$ cat src/rtl/uart_tx_fifo_if.sv
// Host-side word handshake for uart_tx_fifo: the host drives words in,
// the transmitter drives back whether its FIFO has room for another.
interface uart_tx_fifo_if #(
  parameter int DATA_BITS = 8
);
  logic [DATA_BITS-1:0] data_in;
  logic                 data_valid;
  logic                 data_ready;

  modport master (output data_in, data_valid, input  data_ready);
  modport slave  (input  data_in, data_valid, output data_ready);
endinterface

$ cat src/rtl/uart_tx_fifo.sv
// UART transmitter with a byte FIFO, runtime baud divisor and back-to-back framing.
// Define UART_TX_PARITY_EN to add a parity bit (sense from parity_odd) to every frame.
module uart_tx_fifo #(
  parameter int DATA_BITS  = 8,
  parameter int STOP_BITS  = 1,
  parameter int FIFO_DEPTH = 4,
  parameter int DIV_W      = 16
) (
  input  logic                                clk,
  input  logic                                rst_n,
  input  logic [DIV_W-1:0]                    baud_div,
  input  logic                                parity_odd,
  uart_tx_fifo_if.slave                       host,
  output logic                                tx_line,
  output logic                                busy,
  output logic [$clog2(FIFO_DEPTH+1)-1:0]     fifo_count
);
  localparam int PTR_W = $clog2(FIFO_DEPTH);
  localparam int CNT_W = $clog2(FIFO_DEPTH+1);
  localparam int BC_W  = $clog2(DATA_BITS);

`ifdef UART_TX_PARITY_EN
  typedef enum logic [2:0] {IDLE, START, DATA, PARITY, STOP} state_t;
`else
  typedef enum logic [1:0] {IDLE, START, DATA, STOP} state_t;
  wire unused_parity_odd = parity_odd;
`endif

  // FIFO
  logic [DATA_BITS-1:0] mem [FIFO_DEPTH];
  logic [PTR_W-1:0]     wr_ptr, rd_ptr;
  logic                 push, pop, full, empty;
  logic [DATA_BITS-1:0] head;

  assign full            = (fifo_count == CNT_W'(FIFO_DEPTH));
  assign empty           = (fifo_count == '0);
  assign host.data_ready = !full;
  assign push            = host.data_valid && !full;
  assign head            = mem[rd_ptr];

  always_ff @(posedge clk or negedge rst_n) begin
    if (!rst_n) begin
      wr_ptr     <= '0;
      rd_ptr     <= '0;
      fifo_count <= '0;
    end else begin
      if (push) wr_ptr <= wr_ptr + 1'b1;
      if (pop)  rd_ptr <= rd_ptr + 1'b1;
      case ({push, pop})
        2'b10:   fifo_count <= fifo_count + 1'b1;
        2'b01:   fifo_count <= fifo_count - 1'b1;
        default: fifo_count <= fifo_count;
      endcase
    end
  end

  always_ff @(posedge clk) begin
    if (push) mem[wr_ptr] <= host.data_in;
  end

  // Frame FSM
  state_t               state, state_n;
  logic [DIV_W-1:0]     baud_cnt, baud_cnt_n, div, div_n, div_clamp;
  logic [BC_W-1:0]      bit_cnt, bit_cnt_n;
  logic [DATA_BITS-1:0] shift, shift_n;
  logic                 par_bit, par_bit_n;
  logic                 tick, tx_n;

  assign div_clamp = (baud_div < DIV_W'(2)) ? DIV_W'(2) : baud_div;
  assign tick      = (baud_cnt == div - 1'b1);
  assign busy      = (state != IDLE);

  always_comb begin
    state_n    = state;
    baud_cnt_n = baud_cnt + 1'b1;
    bit_cnt_n  = bit_cnt;
    shift_n    = shift;
    div_n      = div;
    par_bit_n  = par_bit;
    pop        = 1'b0;
    case (state)
      IDLE: begin
        baud_cnt_n = '0;
        if (!empty) begin
          pop       = 1'b1;
          shift_n   = head;
          div_n     = div_clamp;
          par_bit_n = ^head ^ parity_odd;
          bit_cnt_n = '0;
          state_n   = START;
        end
      end
      START: if (tick) begin
        baud_cnt_n = '0;
        bit_cnt_n  = '0;
        state_n    = DATA;
      end
      DATA: if (tick) begin
        baud_cnt_n = '0;
        shift_n    = shift >> 1;
        if (bit_cnt == BC_W'(DATA_BITS-1)) begin
          bit_cnt_n = '0;
`ifdef UART_TX_PARITY_EN
          state_n   = PARITY;
`else
          state_n   = STOP;
`endif
        end else begin
          bit_cnt_n = bit_cnt + 1'b1;
        end
      end
`ifdef UART_TX_PARITY_EN
      PARITY: if (tick) begin
        baud_cnt_n = '0;
        bit_cnt_n  = '0;
        state_n    = STOP;
      end
`endif
      STOP: if (tick) begin
        baud_cnt_n = '0;
        if (bit_cnt == BC_W'(STOP_BITS-1)) begin
          // Pop straight into START so consecutive frames have no idle gap
          if (!empty) begin
            pop       = 1'b1;
            shift_n   = head;
            div_n     = div_clamp;
            par_bit_n = ^head ^ parity_odd;
            bit_cnt_n = '0;
            state_n   = START;
          end else begin
            state_n   = IDLE;
          end
        end else begin
          bit_cnt_n = bit_cnt + 1'b1;
        end
      end
      default: state_n = IDLE;
    endcase

    // tx_line is registered, so it is driven from the state being entered
    case (state_n)
      START:   tx_n = 1'b0;
      DATA:    tx_n = shift_n[0];
`ifdef UART_TX_PARITY_EN
      PARITY:  tx_n = par_bit_n;
`endif
      default: tx_n = 1'b1;
    endcase
  end

  always_ff @(posedge clk or negedge rst_n) begin
    if (!rst_n) begin
      state    <= IDLE;
      baud_cnt <= '0;
      div      <= DIV_W'(2);
      bit_cnt  <= '0;
      shift    <= '0;
      par_bit  <= 1'b0;
      tx_line  <= 1'b1;
    end else begin
      state    <= state_n;
      baud_cnt <= baud_cnt_n;
      div      <= div_n;
      bit_cnt  <= bit_cnt_n;
      shift    <= shift_n;
      par_bit  <= par_bit_n;
      tx_line  <= tx_n;
    end
  end
endmodule

$ cat src/flat_wrapper.sv
// flat-port wrapper written by rule: the top's interface ports become plain ports
module uart_tx_fifo_flat 
#(
  parameter int DATA_BITS  = 8,
  parameter int STOP_BITS  = 1,
  parameter int FIFO_DEPTH = 4,
  parameter int DIV_W      = 16
)
  (clk, rst_n, baud_div, parity_odd, tx_line, busy, fifo_count, host_data_in, host_data_valid, host_data_ready);
  uart_tx_fifo_if #(.DATA_BITS(DATA_BITS)) host_i ();
  input  logic clk;
  input  logic rst_n;
  input  logic [DIV_W-1:0] baud_div;
  input  logic parity_odd;
  output logic tx_line;
  output logic busy;
  output logic [$clog2(FIFO_DEPTH+1)-1:0] fifo_count;
  input wire logic [$bits(host_i.data_in)-1:0] host_data_in;
  input wire logic [$bits(host_i.data_valid)-1:0] host_data_valid;
  output wire logic [$bits(host_i.data_ready)-1:0] host_data_ready;
  assign host_i.data_in = host_data_in;
  assign host_i.data_valid = host_data_valid;
  assign host_data_ready = host_i.data_ready;
  uart_tx_fifo #(.DATA_BITS(DATA_BITS), .STOP_BITS(STOP_BITS), .FIFO_DEPTH(FIFO_DEPTH), .DIV_W(DIV_W)) u_core (.clk(clk), .rst_n(rst_n), .baud_div(baud_div), .parity_odd(parity_odd), .host(host_i), .tx_line(tx_line), .busy(busy), .fifo_count(fifo_count));
endmodule
$ cat config.mk
export PLATFORM = sky130hd
export DESIGN_NAME = uart_tx_fifo_flat
export DESIGN_NICKNAME = d
export VERILOG_FILES = /design/src/rtl/uart_tx_fifo_if.sv /design/src/rtl/uart_tx_fifo.sv /design/src/flat_wrapper.sv
export SDC_FILE = /design/constraint.sdc
export NUM_CORES = 1
export LEC_CHECK = 0
export ABC_AREA = 1
export CORE_MARGIN = 3
export CORE_UTILIZATION = 34
export DETAILED_ROUTE_END_ITERATION = 12
export PLACE_DENSITY = 0.63
export SLEW_MARGIN = 10
export SYNTH_ARGS = -nofsm -noshare
export SYNTH_HDL_FRONTEND = slang
export SYNTH_SLANG_ARGS = --single-unit
$ cat constraint.sdc
create_clock -name clk -period 6.2 [get_ports clk]
set_clock_uncertainty 0.2 [all_clocks]
set_input_delay 1.24 -clock clk [delete_from_list [all_inputs] [get_ports clk]]
set_output_delay 1.24 -clock clk [all_outputs]
set_load 0.02 [all_outputs]
==> results of run 1 <==
## cells by family after synthesis
logic type / Yosys count / share of synthesized area (%)
xor gates and xnor gates: 21 / 3.82
buffers and inverters: 101 / 7.91
and+or+nand+nor: 336 / 30.3
AOI/OAI and AO/OA: 71 / 7.98
DFF: 85 / 45.6
adders and majority gates: 17 / 4.39
## registers in the layout, summed over array words and instances, names as in the netlist, 3 cells and up
register and flops:
u_core.mem 32, u_core.div 16, u_core.fifo_count 3, u_core.bit_cnt 3, u_core.baud_cnt 16, u_core.shift 8
## final timing paths
check / startpoint / to / slack, ns / depth (start not counted)
max: u_core.div[0] / u_core.fifo_count[2] / 2.51 / 20
min: u_core.div[15] / u_core.div[15] / 0.31 / 2
max reg2reg: u_core.div[0] / u_core.fifo_count[2] / 2.51 / 20
min reg2reg: u_core.div[15] / u_core.div[15] / 0.31 / 2
max in group asynchronous: rst_n / u_core.baud_cnt[7] / 4.53 / 2
min in group asynchronous: rst_n / u_core.div[11] / 0.82 / 2
## cell type report
cell class,instances,area share [%]
Multi-Input combinational cell,445,40.1
Sequential cell,85,39.4
Timing Repair Buffer,33,5.55
Clock buffer,9,3.87
Inverter,94,6.11
Tap cell,180,3.87
Clock inverter,7,1.14
## worst reg2reg max path: cells and delay by family (launching register included)
family / cells / cell delay [ns]
AND/OR/NAND/NOR: 11 / 1.43
adder cells (fa/ha/maj): 3 / 0.82
flip-flops: 1 / 0.38
buffers and inverters: 3 / 0.32
AO/OA/AOI/OAI: 2 / 0.27
XOR/XNOR: 1 / 0.16
## synthesized netlist by cell type, drive strengths merged
cell type	number	share of area, %
dfrtp	51	25
clkbuf	5	0.37
a2111oi	1	0.17
nand2	188	15
buf	2	0.45
o311ai	6	1.0
and2	1	0.12
o21bai	2	0.30
edfxtp	32	19
nand4	5	0.62
fa	1	0.40
nor4	3	0.37
nor2	84	7.7
o22ai	4	0.50
inv	93	7.0
nand3	45	5.2
nand3b	5	0.75
xor2	15	2.8
xnor2	6	1.0
nor3b	2	0.30
a21oi	10	1.0
or2	1	0.12
o21ai	43	4.3
ha	16	4.0
a31oi	3	0.37
o211ai	2	0.30
clkinv	1	0.075
dfstp	2	1.0
nor3	2	0.20
## through the flow
stage	hold WS (ns)	utilization [%]	power, mW	instances
global route	0.349	41.1	2.81	853
finish	0.314	41.1	2.57	853
floorplan	0.268	-	1.75	631
detailed placement	0.297	39.0	2.05	837
CTS	0.314	41.1	2.59	853
global placement	0.293	39.0	2.02	837
## report_power, final
group	internal [mW]	switching, mW	total, mW
clock	0.283	0.249	0.532
combinational	0.392	0.751	1.14
sequential	0.751	0.146	0.897
## metal layers
metal | up-vias | wire (um) | GRT usage (%)
met5 | - | 0 | 0
met4 | 0 | 152 | 4.16
met3 | 13 | 448 | 3.72
met2 | 88 | 4860 | 21.9
met1 | 1899 | 5720 | 20.3
li1 | 2097 | - | -
==> reports/metrics.yaml, run 1 <==
placement:
  buffers_on_ports: 32
  worst_slack_placed_ns: 2.56
  dpl_cell_area_sq_mm: 0.00552
  dpl.hpwl_um: 8350
  place_congestion: 0.898
worst_hold_path:
  timing.hold.worst.class: "reg -> reg"
timing:
  tightest_slew_ns: 0.776
  least_setup_slack_across_all_paths_after_layout_ns: 2.51
  unrepaired_setup_endpoints_after_global_routing: "false"
  slew-limit-headroom_pct: 48.1
  min_period_ns: 3.69
  final-hold-violation-count: 0
  clock.fmax_mhz: 271
  timing.final.setup_violations: 0
  sum_of_negative_setup_slack_ns: 0
  slew_violations: 0
  period_utilization_post_route_pct: 59.5
finish:
  filler_cells_inserted: 1448
  final_cell_mix: "nand2_1, inv_1, nor2_1"
  finalInstanceArea_sq_mm: 0.00581
  syn_to_final_growth_pct: 15.9
  multiInputGateArea_sq_mm: 0.00233
  final_common_cell: "nand2_1"
  num_antenna_cells: 0
  finalNetCount: 713
  area.sequential_sq_mm: 0.00229
  drive_above_1_share_pct: 8.62
setup_path:
  critical_path_at_ns: 3.71
  worst_path_most_repeated_cell: "inv_1"
  critical_path.endpoint_type: "register"
  top_fanout_value_on_the_critical_path: 9
  classification_of_the_worst_setup_path: "reg -> reg"
  cpMaxStageDelayCell: "dfrtp_1"
  worstPathCellList: "inv_1, ha_1, nand2_1, nor2_1, nand3_1, nand3_1, nand2_1, nor2_1, nand3_2, nor2_4, nand2_2, nand2_4, nand2_2, inv_1, ha_1, inv_1, fa_1, a21oi_1, o21ai_0, xor2_1"
  worst_setup_path_start_kind: "register"
  crit_family: "simple AND/OR/NAND/NOR gates"
  path_buf_inv: 3
  worst_path_largest_cell_delay_ns: 0.38
  cp.required_ns: 6.23
clocking:
  cts_max_level: 3
  insertion_delay_ns: 0.35
  root_buffer: "clkbuf_16"
  cts_repair_resize_count: 0
  cts.hold.buffers_added: 0
  clock_pin_slew_of_the_registers_on_the_worst_case_setup_and_hold_paths_ns: 0.07
  cts.repair_timing.setup_buffer_count: 0
  cts.sink_count: 85
  cts_made_buffers: 9
  cts-root-to-sink-buffers: 2
  tritoncts_clock_tree: "yes"
global_routing:
  grt_pass1_vias: 3825
  global_route.overflow_total: 0
  grt_max_degree: 54
  grt_antenna_before_repair: 0
  grt_pass1_wl_um: 18800
  global_route_usage_over_all_layers_pct: 14.4
synth:
  register_area_share_after_synthesis_pct: 45.6
  netlist_area_sq_mm: 0.00502
  syn_nets: 676
  synth.ff_latch_count: 85
  yosys_warnings: 0
  post_synth.cell_area_avg_sq_um: 7.95
  synthCells: 631
  synth.distinct_cells: 40
route:
  vias: 4097
  vias_per_cell: 4.80
  avgRoutedWirePerCell_um: 13.1
  drt-initial-drc-count: 184
  detail_route.drc_violations: 0
  dr.pass1.iters: 5
  antenna_violating_nets_post_route: 0
  totalWireLength_um: 11200
floorplanning:
  io_pins: 34
  design.core.area_sq_mm: 0.0141
  starting_density_of_the_core_pct: 35.4
  fp.dieW_um: 127
  core.rowCount: 43
  design.die.area_sq_mm: 0.0162
  chipHeight_um: 127
outcome:
  status: "finished clean"
run:
  timing.max_cap.violations: 0
power:
  peakVddDrop_mv: 0.229
  leakagePower_nw: 2.70
  powerDensity_mw_per_mm2: 442
Power figures use the tool's default switching activity.
==> run 2: changes to the inputs <==
==> constraint.sdc (replaced) <==
create_clock -name clk -period 3.6 [get_ports clk]
set_clock_uncertainty 0.2 [all_clocks]
set_input_delay 0.72 -clock clk [delete_from_list [all_inputs] [get_ports clk]]
set_output_delay 0.72 -clock clk [all_outputs]
set_load 0.02 [all_outputs]
==> run 2 against run 1 <==
Core utilization increased by 0.43 points. Global-route usage grew 0.57 points. Flip-flop and latch count stayed put. Sequential power is 73% higher. Clock-buffer cell count is the same. Non-clock buffer count rose by 5. Combinational power up 81%. Worst hold slack got worse by 0.0083 ns. Sequential share of layout area down 0.41 points.
==> reports/metrics.yaml, run 2 (synthesis results as in run 1) <==
timing:
  period_utilization_post_route_pct: 91.2  # +32 points
  final-hold-violation-count: 0  # unchanged
  min_period_ns: 3.28  # -0.406 ns
  sum_of_negative_setup_slack_ns: 0  # unchanged
  slew-limit-headroom_pct: 31.1  # -17 points
  clock.fmax_mhz: 305  # +12%
  timing.final.setup_violations: 0  # unchanged
  slew_violations: 0  # unchanged
  least_setup_slack_across_all_paths_after_layout_ns: 0.318  # -2.19 ns
  tightest_slew_ns: 1.03  # +0.258 ns
  unrepaired_setup_endpoints_after_global_routing: "false"
setup_path:
  top_fanout_value_on_the_critical_path: 4  # -5
  worst_reg2reg_path_depth: 20  # unchanged
  rr_endpoint: "u_core.fifo_count[2]"
  worst_setup_path_start_kind: "register"
  crit_family: "simple AND/OR/NAND/NOR gates"
  worst_path_most_repeated_cell: "inv_1"
  worstPathCellList: "inv_1, ha_4, nand2_1, nor2_4, nand3_1, nand3_1, nand2_1, nor2_1, nand3_2, nor2_4, nand2_2, nand2_4, nand2_2, inv_1, ha_1, inv_1, fa_1, a21oi_1, o21ai_0, xor2_1"
  path_buf_inv: 3  # unchanged
  r2r_slack_ns: 0.32  # -2.19 ns
  worst_path_largest_cell_delay_ns: 0.38  # about the same
  cpMaxStageDelayCell: "dfrtp_1"
  cp.required_ns: 3.63  # -2.60 ns
  critical_path_at_ns: 3.31  # -0.40 ns
  cp_num_cells: 20  # unchanged
  classification_of_the_worst_setup_path: "reg -> reg"
  regToRegStartpoint: "u_core.div[0]"
  critical_path.endpoint_type: "register"
finish:
  largest_reg_flops: 32  # unchanged
  layout_top_registers: "u_core.mem: 32 flops, u_core.baud_cnt: 16 flops, u_core.div: 16 flops"
  drive_above_1_share_pct: 9.88  # +1.3 points
  syn_to_final_growth_pct: 17.1
  final_common_cell: "nand2_1"
  final_cell_mix: "nand2_1, inv_1, nor2_1"
  num_antenna_cells: 0  # unchanged
  largest-register: "u_core.mem"
  finalNetCount: 718  # +0.70%
clocking:
  root_buffer: "clkbuf_16"
  insertion_delay_ns: 0.35  # about the same
  cts-root-to-sink-buffers: 2  # unchanged
  cts.hold.buffers_added: 0  # unchanged
  cts_max_level: 3  # unchanged
  cts_made_buffers: 9  # unchanged
  clock_pin_slew_of_the_registers_on_the_worst_case_setup_and_hold_paths_ns: 0.07  # about the same
  cts.sink_count: 85  # unchanged
  tritoncts_clock_tree: "yes"
global_routing:
  global_route.overflow_total: 0  # unchanged
  grt_pass1_vias: 4173  # +9.1%
  grt_antenna_before_repair: 0  # unchanged
  grt_max_degree: 48  # -11%
  grt_pass1_wl_um: 19600  # +4.4%
  global_route_usage_over_all_layers_pct: 15.0  # +0.57 points
placement:
  place_congestion: 0.881  # -1.9%
  dpl.hpwl_um: 8530  # +2.2%
  buffers_on_ports: 32  # unchanged
  worst_slack_placed_ns: 0.188  # -2.37 ns
floorplanning:
  design.die.area_sq_mm: 0.0162  # unchanged
  core.rowCount: 43  # unchanged
  io_pins: 34  # unchanged
  fp.dieW_um: 127  # unchanged
  design.core.area_sq_mm: 0.0141  # unchanged
  chipHeight_um: 127  # unchanged
  starting_density_of_the_core_pct: 35.4  # unchanged
route:
  vias_per_cell: 4.77  # -0.70%
  detail_route.drc_violations: 0  # unchanged
  drt-initial-drc-count: 239  # +30%
  dr.pass1.iters: 4  # -1
  antenna_violating_nets_post_route: 0  # unchanged
  avgRoutedWirePerCell_um: 13.4  # +2.2%
  totalWireLength_um: 11500  # +2.8%
  vias: 4092  # -0.12%
outcome:
  status: "finished clean"
power:
  seq_power_share_pct: 34.3  # -0.6 points
  leakagePower_nw: 2.73  # +1.0%
  peakVddDrop_mv: 0.371  # +62%
  switching_share_pct: 44.6  # about the same
  clockPowerShare_pct: 20.1  # -0.6 points
  powerDensity_mw_per_mm2: 768  # +74%
  combinational_power_share_pct: 45.6  # +1.2 points
  p_int_mw: 2.50  # +75%
  switching_power_mw: 2.01  # +75%
worst_hold_path:
  hold_path_startpoint: "u_core.div[15]"
  whs_endpoint: "u_core.div[15]"
  min_delay_path_depth: 2  # unchanged
  timing.hold.worst.class: "reg -> reg"
run:
  timing.max_cap.violations: 0  # unchanged
==> run 2: cell types whose count changed in the layout (fill, tap and decap cells not counted), sizes merged <==
cell / delta
buf: +5
clkinvlp: -1
inv: +1
==> run 2: worst min-delay path, cell delays in order (launching register included) <==
cell     delay, ns
dfrtp_1       0.36
nand2_1       0.06
nand2_1       0.05
==> run 2: layout make-up <==
| class | instances | area (sq um) |
|---|---|---|
| Clock buffer | 9 | 225 |
| Sequential cell | 85 | 2290 |
| Timing Repair Buffer | 38 | 360 |
| Clock inverter | 7 | 62.6 |
| Multi-Input combinational cell | 445 | 2360 |
| Inverter | 94 | 355 |
| Tap cell | 180 | 225 |
| Fill cell | 1415 | 8270 |
==> run 2: worst max-delay path by stage <==
stage	to	startpoint	slack [ns]
after floorplan	u_core.fifo_count[2]	u_core.div[1]	0.41
after global placement	u_core.fifo_count[2]	u_core.div[0]	0.22
after detailed placement	u_core.fifo_count[2]	u_core.div[0]	0.19
after CTS	u_core.fifo_count[2]	u_core.div[0]	0.17
after global routing	u_core.fifo_count[2]	u_core.div[0]	0.009
final	u_core.fifo_count[2]	u_core.div[0]	0.32
==> run 2: power by group through the flow <==
stage,registers [mW],clock network (mW),logic (mW)
6_report,1.55,0.906,2.06
2_1_floorplan,1.49,0,1.52
4_1_cts,1.55,0.933,2.01
5_1_grt,1.59,0.972,2.37
3_3_place_gp,1.56,0,1.95
3_5_place_dp,1.56,0,1.99
==> run 2: per-layer routing <==
metal | GRT usage (%) | wire length (um) | vias up
met5 | 0 | 0 | -
met1 | 19.9 | 5600 | 1883
met4 | 4.54 | 134 | 0
li1 | - | - | 2098
met2 | 23.6 | 5110 | 99
met3 | 4.39 | 647 | 12
==> run 2: stage by stage <==
step	cells	utilization, %	power (mW)	hold slack, ns	cell area [sq um]
after floorplan	631	-	3.01	0.224	5020
after global placement	841	39.2	3.51	0.294	5550
after detailed placement	841	39.2	3.55	0.296	5550
after CTS	857	41.3	4.49	0.313	5840
after global routing	858	41.5	4.94	0.341	5880
final	858	41.5	4.51	0.306	5880
==> run 2: repair_timing <==
action,CTS,global route
gates resized for setup,0,6
setup endpoints to repair,0,1
setup buffers,0,1
==> run 3: changes to the inputs <==
==> constraint.sdc (replaced) <==
create_clock -name clk -period 3.6 [get_ports clk]
set_clock_uncertainty 0.2 [all_clocks]
set_input_delay 0.54 -clock clk [delete_from_list [all_inputs] [get_ports clk]]
set_output_delay 0.54 -clock clk [all_outputs]
set_load 0.02 [all_outputs]
==> run 3 against run 2 <==
Setup slack improved by 0.023 ns. First-iteration DRC count rose by 30%. Via count rose by 1.5%. Final cell count fell by 0.23%. Clock-buffer cell count did not move. Global-route usage fell by 0.054 points. Worst hold slack got worse by 0.22 ns. Fmax rose by 0.72%. Combinational power barely moved. Core utilization fell by 0.11 points. Critical endpoint unchanged.
==> reports/metrics.yaml, run 3 (synthesis results as in run 1) <==
finish:
  largest_reg_flops: 32  # unchanged
  final_common_cell: "nand2_1"
  largest-register: "u_core.mem"
  num_antenna_cells: 0  # unchanged
  post_layout_nonfiller_instances: 856  # -0.23%
  drive_above_1_share_pct: 9.62  # -0.27 points
  finalNetCount: 716  # -0.28%
  syn_to_final_growth_pct: 16.8
  final_cell_mix: "nand2_1, inv_1, nor2_1"
  filler_cells_inserted: 1392  # -1.6%
  layout_top_registers: "u_core.mem: 32 flops, u_core.baud_cnt: 16 flops, u_core.div: 16 flops"
timing:
  slew-limit-headroom_pct: 44.2  # +13 points
  period_utilization_post_route_pct: 90.5  # -0.65 points
  clock.fmax_mhz: 307  # +0.72%
  min_period_ns: 3.26  # -0.0234 ns
  tightest_slew_ns: 0.838  # -0.196 ns
  slew_violations: 0  # unchanged
  sum_of_negative_setup_slack_ns: 0  # unchanged
  timing.final.setup_violations: 0  # unchanged
  final-hold-violation-count: 0  # unchanged
  unrepaired_setup_endpoints_after_global_routing: "false"
clocking:
  root_buffer: "clkbuf_16"
  cts-root-to-sink-buffers: 2  # unchanged
  insertion_delay_ns: 0.35  # about the same
  cts.hold.buffers_added: 0  # unchanged
  cts.sink_count: 85  # unchanged
  clock_pin_slew_of_the_registers_on_the_worst_case_setup_and_hold_paths_ns: 0.07  # about the same
  tritoncts_clock_tree: "yes"
  cts_made_buffers: 9  # unchanged
  cts_max_level: 3  # unchanged
placement:
  place_congestion: 0.848  # -3.8%
  place.detailed.instances: 839  # -0.24%
  buffers_on_ports: 32  # unchanged
  dpl.hpwl_um: 8570  # +0.42%
setup_path:
  top_fanout_value_on_the_critical_path: 3  # -1
  regToRegStartpoint: "u_core.div[1]"
  endpoint: "u_core.fifo_count[2]"
  worst_path_most_repeated_cell: "inv_1"
  worst_setup_path_start_kind: "register"
  worstPathCellList: "inv_1, ha_4, xnor2_1, nor2_2, nand2_1, nor2_1, nand2_1, nor2_2, nand3_2, nor2_4, nand2_2, nand2_4, nand2_2, inv_1, ha_1, inv_1, fa_1, a21oi_1, o21ai_0, xor2_1"
  critical_path_at_ns: 3.28  # -0.03 ns
  classification_of_the_worst_setup_path: "reg -> reg"
  worst_reg2reg_path_depth: 20  # unchanged
  worst_path_largest_cell_delay_ns: 0.54  # +0.16 ns
  cp.required_ns: 3.62  # about the same
  startpoint: "u_core.div[1]"
  critical_path.endpoint_type: "register"
  r2r_slack_ns: 0.34  # +0.02 ns
  cpMaxStageDelayCell: "dfstp_2"
  rr_endpoint: "u_core.fifo_count[2]"
run:
  timing.max_cap.violations: 0  # unchanged
route:
  vias: 4153  # +1.5%
  avgRoutedWirePerCell_um: 13.3  # -0.94%
  detail_route.drc_violations: 0  # unchanged
  vias_per_cell: 4.85  # +1.7%
  dr.pass1.iters: 5  # +1
  totalWireLength_um: 11400  # -1.2%
  antenna_violating_nets_post_route: 0  # unchanged
  drt-initial-drc-count: 311  # +30%
floorplanning:
  design.die.area_sq_mm: 0.0162  # unchanged
  core.rowCount: 43  # unchanged
  io_pins: 34  # unchanged
  fp.dieW_um: 127  # unchanged
  chipHeight_um: 127  # unchanged
  design.core.area_sq_mm: 0.0141  # unchanged
  starting_density_of_the_core_pct: 35.4  # unchanged
global_routing:
  grt_pass1_wl_um: 19600  # about the same
  grt_max_degree: 36  # -25%
  global_route.overflow_total: 0  # unchanged
  grt_pass1_vias: 4075  # -2.3%
  grt_antenna_before_repair: 0  # unchanged
  global_route_usage_over_all_layers_pct: 14.9  # -0.054 points
power:
  leakagePower_nw: 2.72  # -0.41%
  peakVddDrop_mv: 0.370  # -0.23%
  powerDensity_mw_per_mm2: 769  # +0.24%
worst_hold_path:
  timing.hold.worst.class: "in -> async"
outcome:
  status: "finished clean"
run 3: changes by cell type in the layout (fill, tap and decap cells not counted), sizes merged:
cell,before,now
buf,7,5
clkinv,3,2
clkinvlp,0,1
run 3: report_power, final:
part	switching [mW]	internal (mW)	total, mW	leakage (nW)
Sequential	0.253	1.29	1.55	0.974
Clock	0.436	0.493	0.929	0.145
Combinational	1.32	0.713	2.03	1.60
Total	2.01	2.50	4.51	2.72
run 3: area by class of cell:
type	instances	area, sq um	share of cell area [%]
Multi-Input combinational cell	445	2350	40.1
Sequential cell	85	2290	39.1
Inverter	94	355	6.06
Timing Repair Buffer	36	345	5.89
Clock buffer	9	225	3.84
Clock inverter	7	72.6	1.24
Tap cell	180	225	3.84
run 3: repair_timing:
| action | 4_1_cts | 5_1_grt |
|---|---|---|
| resized for setup | 0 | 5 |
| setup buffers | 0 | 1 |
| setup endpoints to repair | 0 | 1 |
run 3: worst min path at each step:
stage | end | slack (ns) | cells after the start
6_report | u_core.div[10] | 0.09 | 1
3_3_place_gp | u_core.div[15] | 0.30 | 2
2_1_floorplan | u_core.baud_cnt[0] | 0.04 | 0
5_1_grt | u_core.wr_ptr[1] | 0.16 | 1
4_1_cts | u_core.div[10] | 0.12 | 1
3_5_place_dp | u_core.div[15] | 0.31 | 2
run 3: metrics by stage:
| stage | power (mW) | worst slack, ns | hold WS (ns) | utilization, % | instance area (sq um) |
|---|---|---|---|---|---|
| floorplan | 3.01 | 0.413 | 0.0444 | - | 5020 |
| global placement | 3.50 | 0.220 | 0.297 | 39.1 | 5540 |
| detailed placement | 3.55 | 0.192 | 0.308 | 39.1 | 5540 |
| CTS | 4.50 | 0.184 | 0.118 | 41.2 | 5840 |
| global route | 4.93 | 0.0217 | 0.156 | 41.4 | 5860 |
| finish | 4.51 | 0.341 | 0.0893 | 41.4 | 5860 |
run 3: metal layers:
layer | vias up | share of wire, % | track usage (%)
met1 | 1951 | 49 | 20.9
met3 | 10 | 4.9 | 2.93
met4 | 0 | 1.3 | 5.11
li1 | 2098 | - | -
met2 | 94 | 45 | 23.1
met5 | - | 0 | 0
run 3: worst max-delay path, delay by kind of cell (launching register included):
family,cells,cell delay [ns]
AO/OA/AOI/OAI,2,0.25
XOR/XNOR,2,0.29
adder cells (fa/ha/maj),3,0.73
buffers and inverters,3,0.23
flip-flops,1,0.54
AND/OR/NAND/NOR,10,0.88
